<file path="config.mk">
export PLATFORM = sky130hd
export DESIGN_NAME = led_pattern_gen
export DESIGN_NICKNAME = d
export VERILOG_FILES = /design/src/rtl/led_pattern_gen.sv
export SDC_FILE = /design/constraint.sdc
export NUM_CORES = 1
export LEC_CHECK = 0
export ABC_AREA = 1
export CORE_UTILIZATION = 43
export DETAILED_ROUTE_END_ITERATION = 8
export PLACE_DENSITY = 0.62
export SLEW_MARGIN = 15
export SYNTH_ARGS = -nofsm -noshare
export SYNTH_HDL_FRONTEND = slang
export SYNTH_SLANG_ARGS = --single-unit
</file>
<file path="constraint.sdc">
create_clock -name clk_FPGA -period 2.7 [get_ports clk_FPGA]
set_input_delay 0.54 -clock clk_FPGA [delete_from_list [all_inputs] [get_ports clk_FPGA]]
set_output_delay 0.54 -clock clk_FPGA [all_outputs]
set_load 0.05 [all_outputs]
</file>
<file path="src/rtl/led_pattern_gen.sv">
// -----------------------------------------------------------------------------
// led_pattern_gen
// Parametrised LED pattern generator. A step counter divides clk_FPGA down to
// one of two run-time selectable periods. Each period the LED pattern advances
// according to the selected display mode (rotate, bounce, fill or hold).
//
// Ports
//   clk_FPGA : board clock; all state changes on its rising edge
//   reset    : asynchronous, active-high reset
//   pause    : 1 freezes the step counter, the pattern and the bounce direction
//   rt       : direction, 0 = toward higher index, 1 = toward lower index
//   fast     : period select, 0 = TICK_SLOW, 1 = TICK_FAST
//   mode     : 00 rotate, 01 bounce, 10 fill, 11 hold
//   dout     : registered LED pattern (N_LED bits)
//   step     : registered pulse, high while dout shows a newly stepped value
// -----------------------------------------------------------------------------
module led_pattern_gen #(
  parameter int N_LED     = 5,
  parameter int TICK_SLOW = 25_000_000,
  parameter int TICK_FAST = 6_250_000
) (
  input  logic             clk_FPGA,
  input  logic             reset,
  input  logic             pause,
  input  logic             rt,
  input  logic             fast,
  input  logic [1:0]       mode,
  output logic [N_LED-1:0] dout,
  output logic             step
);

  localparam int TICK_MAX = (TICK_SLOW > TICK_FAST) ? TICK_SLOW : TICK_FAST;
  localparam int CNT_W    = $clog2(TICK_MAX);

  localparam logic [CNT_W-1:0] SLOW_LAST = CNT_W'(TICK_SLOW - 32'sd1);
  localparam logic [CNT_W-1:0] FAST_LAST = CNT_W'(TICK_FAST - 32'sd1);
  localparam logic [CNT_W-1:0] CNT_ZERO  = CNT_W'(32'd0);
  localparam logic [CNT_W-1:0] CNT_ONE   = CNT_W'(32'd1);

  localparam logic [N_LED-1:0] LSB_ONE  = {{(N_LED-1){1'b0}}, 1'b1};
  localparam logic [N_LED-1:0] MSB_ONE  = {1'b1, {(N_LED-1){1'b0}}};
  localparam logic [N_LED-1:0] ALL_ONES = {N_LED{1'b1}};
  localparam logic [N_LED-1:0] ALL_ZERO = {N_LED{1'b0}};

  typedef enum logic [1:0] {
    MODE_ROTATE = 2'b00,
    MODE_BOUNCE = 2'b01,
    MODE_FILL   = 2'b10,
    MODE_HOLD   = 2'b11
  } mode_e;

  // Registered state and its next-state values
  mode_e             mode_q,   mode_d;
  logic [CNT_W-1:0]  cnt_q,    cnt_d;
  logic [N_LED-1:0]  dout_q,   dout_d;
  logic              step_q,   step_d;
  logic              dir_up_q, dir_up_d;

  // Combinational helpers
  mode_e             mode_in_s;
  logic              mode_chg_s;
  logic [CNT_W-1:0]  last_s;
  logic              tick_s;
  logic [N_LED-1:0]  start_s;
  logic [N_LED-1:0]  pat_next_s;
  logic              dir_next_s;

  assign mode_in_s  = mode_e'(mode);
  assign mode_chg_s = (mode_in_s != mode_q);
  assign last_s     = fast ? FAST_LAST : SLOW_LAST;
  // >= rather than == so that shortening the period mid-count never overruns
  assign tick_s     = !pause && (cnt_q >= last_s);
  // Fill toward lower index starts from the MSB; every other mode from bit 0
  assign start_s    = ((mode_in_s == MODE_FILL) && rt) ? MSB_ONE : LSB_ONE;

  // Pattern the current mode would show after one step
  always_comb begin
    pat_next_s = dout_q;
    dir_next_s = dir_up_q;
    case (mode_q)
      MODE_ROTATE: begin
        if (rt) begin
          pat_next_s = {dout_q[0], dout_q[N_LED-1:1]};
        end else begin
          pat_next_s = {dout_q[N_LED-2:0], dout_q[N_LED-1]};
        end
      end
      MODE_BOUNCE: begin
        // At an end LED the step turns around, so the end is lit for one step
        if (dir_up_q) begin
          if (dout_q[N_LED-1]) begin
            pat_next_s = {1'b0, dout_q[N_LED-1:1]};
            dir_next_s = 1'b0;
          end else begin
            pat_next_s = {dout_q[N_LED-2:0], 1'b0};
            dir_next_s = 1'b1;
          end
        end else begin
          if (dout_q[0]) begin
            pat_next_s = {dout_q[N_LED-2:0], 1'b0};
            dir_next_s = 1'b1;
          end else begin
            pat_next_s = {1'b0, dout_q[N_LED-1:1]};
            dir_next_s = 1'b0;
          end
        end
      end
      MODE_FILL: begin
        // Lit LEDs stay lit; the shifted copy with an inserted 1 lights the
        // next LED from the insertion side, so changing rt mid-fill simply
        // starts filling from the other end.
        if (dout_q == ALL_ONES) begin
          pat_next_s = ALL_ZERO;
        end else if (rt) begin
          pat_next_s = dout_q | {1'b1, dout_q[N_LED-1:1]};
        end else begin
          pat_next_s = dout_q | {dout_q[N_LED-2:0], 1'b1};
        end
      end
      MODE_HOLD: begin
        pat_next_s = dout_q;
      end
      default: begin
        pat_next_s = dout_q;
      end
    endcase
  end

  // Next-state selection: mode change beats pause, pause beats tick
  always_comb begin
    mode_d   = mode_q;
    cnt_d    = cnt_q;
    dout_d   = dout_q;
    step_d   = 1'b0;
    dir_up_d = dir_up_q;
    if (mode_chg_s) begin
      mode_d   = mode_in_s;
      cnt_d    = CNT_ZERO;
      dout_d   = start_s;
      dir_up_d = 1'b1;
    end else if (pause) begin
      step_d = 1'b0;
    end else if (tick_s) begin
      cnt_d    = CNT_ZERO;
      dout_d   = pat_next_s;
      dir_up_d = dir_next_s;
      // Hold consumes ticks without presenting a new value
      step_d   = (mode_q != MODE_HOLD);
    end else begin
      cnt_d = cnt_q + CNT_ONE;
    end
  end

  // State register with asynchronous reset
  always_ff @(posedge clk_FPGA or posedge reset) begin
    if (reset) begin
      mode_q   <= MODE_ROTATE;
      cnt_q    <= CNT_ZERO;
      dout_q   <= LSB_ONE;
      step_q   <= 1'b0;
      dir_up_q <= 1'b1;
    end else begin
      mode_q   <= mode_d;
      cnt_q    <= cnt_d;
      dout_q   <= dout_d;
      step_q   <= step_d;
      dir_up_q <= dir_up_d;
    end
  end

  assign dout = dout_q;
  assign step = step_q;

endmodule

</file>
==> qor.txt <==
YOSYS
--------------------------------------------------------------------------------------
Post-Syn Instances ......................................................          356
List of most frequent post-synthesis cells .............................. nand2_1, nor2_1, inv_1
Primary FF master, synth ................................................      dfrtp_1
Number of flip-flops and latches in the synthesized netlist .............           34
Average footprint of a synthesized cell .................................     6.88 µm²
Mapped Nets .............................................................          375
Area of the mapped netlist ..............................................  0.00245 mm²
Most frequent cell after synthesis ......................................      nand2_1
Proportion of netlist area held by the largest area contributor .........        0.327
Ranking of synthesized cells by area .................................... dfrtp_1, nand2_1, nor2_1
Cell taking the most area after synthesis ...............................      dfrtp_1
FFs w/ async S/R, synth .................................................         1.00
Synthesis warning total .................................................            0
Register area share after synthesis .....................................        0.348
EDFF count, synth .......................................................            0
Number of unique standard cell types used by synthesis ..................           32

CLOCK NETWORK
--------------------------------------------------------------------------------------
CTS Hold Buffers Added ..................................................            0
Clock latency on the worst-skew pair ....................................      0.29 ns
Clock slew at the register clock pins of the worst setup and hold paths .      0.07 ns
Buffers inserted by post-CTS timing repair ..............................            0
H-Tree Level Count ......................................................            2
Post-CTS resize count ...................................................            0
CTS root buf ............................................................     clkbuf_8
Number of CTS-inserted buffers ..........................................            5
TritonCTS clock tree ....................................................          yes
Number of clock sinks ...................................................           34
Worst-case clock buffer depth ...........................................            2

FINISH
--------------------------------------------------------------------------------------
Final design utilization ................................................        0.500
Antenna diodes ..........................................................            0
Area grow syn2layout ....................................................        12.5%
Net count reported at finish ............................................          392
Share of cells above drive strength 1 ...................................       0.0963
Total of fill cells in the finished design ..............................          537

SETUP PATH
--------------------------------------------------------------------------------------
Slowest stage delay, CP .................................................      0.49 ns
Cells traversed along the worst timing path ............................. clkdlybuf4s50_1 -> buf_4 -> ha_1 -> nand2_1 -> nor2_1 -> nand3b_1 -> nor2_1 -> nand2_1 -> nand3_2 -> nand3_2 -> nand2_2 -> nand2_1 -> nand2_1
Crit-path leading delay family .......................................... simple AND/OR/NAND/NOR gates
Top cell by count, worst path ...........................................      nand2_1
Critical path data arrival time .........................................      2.56 ns
Startpoint Class ........................................................   input port
Critical path class .....................................................       in2reg
Setup crit end kind .....................................................    flip-flop
Number of buffers and inverters on the critical path ....................            2
Cell with the biggest individual delay on the critical path ............. clkdlybuf4s50_1
Max FO, Critical Path ...................................................            7
Endpoint required time on the critical path .............................      2.93 ns

GLOBAL ROUTE
--------------------------------------------------------------------------------------
Number of global-route vias before repair ...............................         2087
Largest net degree at the start of global routing .......................           35
Wire length of the first global-routing pass ............................      9890 µm
Number of antenna violations at the first check in global routing .......            0
Remaining global-route overflow .........................................            0
All-layer global routing usage ..........................................        0.211

FLOORPLAN
--------------------------------------------------------------------------------------
Die Wd ..................................................................      77.5 µm
Number of top-level design ports ........................................           13
Vert. Die Dim ...........................................................      77.5 µm
Core area ...............................................................  0.00551 mm²
Floorplan die area ......................................................  0.00600 mm²
Initial standard-cell utilization of the core ...........................        0.445
Floorplan row count .....................................................           27

STA
--------------------------------------------------------------------------------------
Slew @ Worst Pin ........................................................     0.497 ns
Min Hold Slack ..........................................................     0.520 ns
Final max-slew violation count ..........................................            0
Final hold viol count ...................................................            0
Clock skew after layout .................................................   0.00835 ns
Worst slew margin relative to its limit .................................        0.668
Summed negative setup slack over all endpoints ..........................         0 ns
Crit share post-route ...................................................        0.864
Minimum period implied by the final worst setup slack ...................      2.33 ns
Unrepaired setup endpoints after global routing .........................           no
Count of endpoints failing setup in the final report ....................            0
Max Freq ................................................................      428 MHz

DRT
--------------------------------------------------------------------------------------
Per-cell routed wire length .............................................      13.0 µm
Number of DRC violations after detailed routing .........................            0
Total wire length .......................................................      5780 µm
Number of vias per cell .................................................         5.05
Post-route ant nets .....................................................            0
Number of detailed-route iterations in the first pass ...................            4
Starting DRC count in detailed routing ..................................          130
Number of vias in the routed layout .....................................         2253

PLACEMENT
--------------------------------------------------------------------------------------
Last weighted congestion value of the routability-driven placer .........        0.913
Final HPWL DP ...........................................................      4390 µm
IO buf count ............................................................           12

JOB
--------------------------------------------------------------------------------------
Max-cap check violation count ...........................................            0

POWER
--------------------------------------------------------------------------------------
Static Leak .............................................................   0.00123 µW
Worst IR drop on VDD ....................................................     0.256 mV
Total power per unit cell area ..........................................   414 mW/mm²

STATUS
--------------------------------------------------------------------------------------
Run status .............................................................. finished, final reports clean

WORST HOLD PATH
--------------------------------------------------------------------------------------
Class of the worst hold path ............................................      reg2reg

where the power goes:
part | switching [µW] | internal [µW] | total [µW]
Combinational | 127 | 63.0 | 190
Clock | 202 | 205 | 407
Sequential | 21.8 | 523 | 544
Total | 350 | 791 | 1140
area by class of cell:
type                       instances  area, µm²  area share
clock buffer                       6       82.6      0.0300
multi-input combinational        271       1390       0.503
tap                               72       90.1      0.0327
clock inverter                     2       12.5     0.00454
sequential                        34        853       0.310
inverter                          45        169      0.0613
timing repair buffer              16        163      0.0590
kinds of logic (layout without fill, tap and decap cells):
| kind of cell | after synthesis | count (layout) | synth area share |
|---|---|---|---|
| simple gates | 208 | 208 | 0.368 |
| buf+inv | 51 | 69 | 0.0858 |
| compound gates | 35 | 35 | 0.0792 |
| flops | 34 | 34 | 0.348 |
| xor+xnor | 16 | 16 | 0.0572 |
| fa+ha+maj | 12 | 12 | 0.0613 |
cells in the final DEF, fill, tap and decap left out, types with 2 or more instances in the layout:
master	n
buf_4	3
nor2_2	3
xnor2_1	4
clkbuf_8	6
nand3_1	29
o21ai_0	12
a21oi_1	11
xor2_1	12
inv_2	9
nand3_2	2
ha_1	12
nand2_1	88
o21ai_1	4
nand4_1	6
o211ai_1	4
nand2_2	4
dfrtp_1	32
nor2_1	62
o22ai_1	2
nor3_1	7
dfstp_2	2
inv_1	35
nor4_1	2
clkdlybuf4s50_1	12
stage by stage:
stage | area (µm²) | setup slack [ns] | power (µW) | cells
6_report | 2760 | 0.366 | 1140 | 446
5_1_grt | 2760 | 0.174 | 1190 | 446
2_1_floorplan | 2450 | 0.881 | 680 | 356
3_3_place_gp | 2660 | 0.103 | 743 | 438
3_5_place_dp | 2660 | 0.0906 | 744 | 438
4_1_cts | 2760 | 0.396 | 1150 | 446
worst min-delay path, delay by kind of cell (launching register included):
kind	cells	cell delay, ns
simple gates	2	0.12
flops	1	0.39
metal layers:
layer / vias up / track usage / routed length, µm / part of all wire
li1: 1175 / - / - / -
met1: 1035 / 0.307 / 3000 / 0.52
met2: 38 / 0.316 / 2490 / 0.43
met3: 5 / 0.0376 / 232 / 0.040
met4: 0 / 0.0623 / 56 / 0.0097
met5: - / 0 / 0 / 0
state kept, by name (all words and copies together), names as in the netlist:
signal	count
dir_up_q	1
cnt_q	25
step	1
dout	5
mode_q	2
worst paths after layout:
kind,from,slack (ns),depth (start not counted),end
worst max-delay path,fast,0.37,13,dout[4]
worst min-delay path,dir_up_q,0.52,2,dir_up_q
worst max register to register,cnt_q[5],0.70,13,dout[4]
worst min register to register,dir_up_q,0.52,2,dir_up_q
max in group asynchronous,reset,1.71,3,dout[0]
min in group asynchronous,reset,0.64,3,cnt_q[20]
No activity file was read; power rests on OpenSTA's default activity.
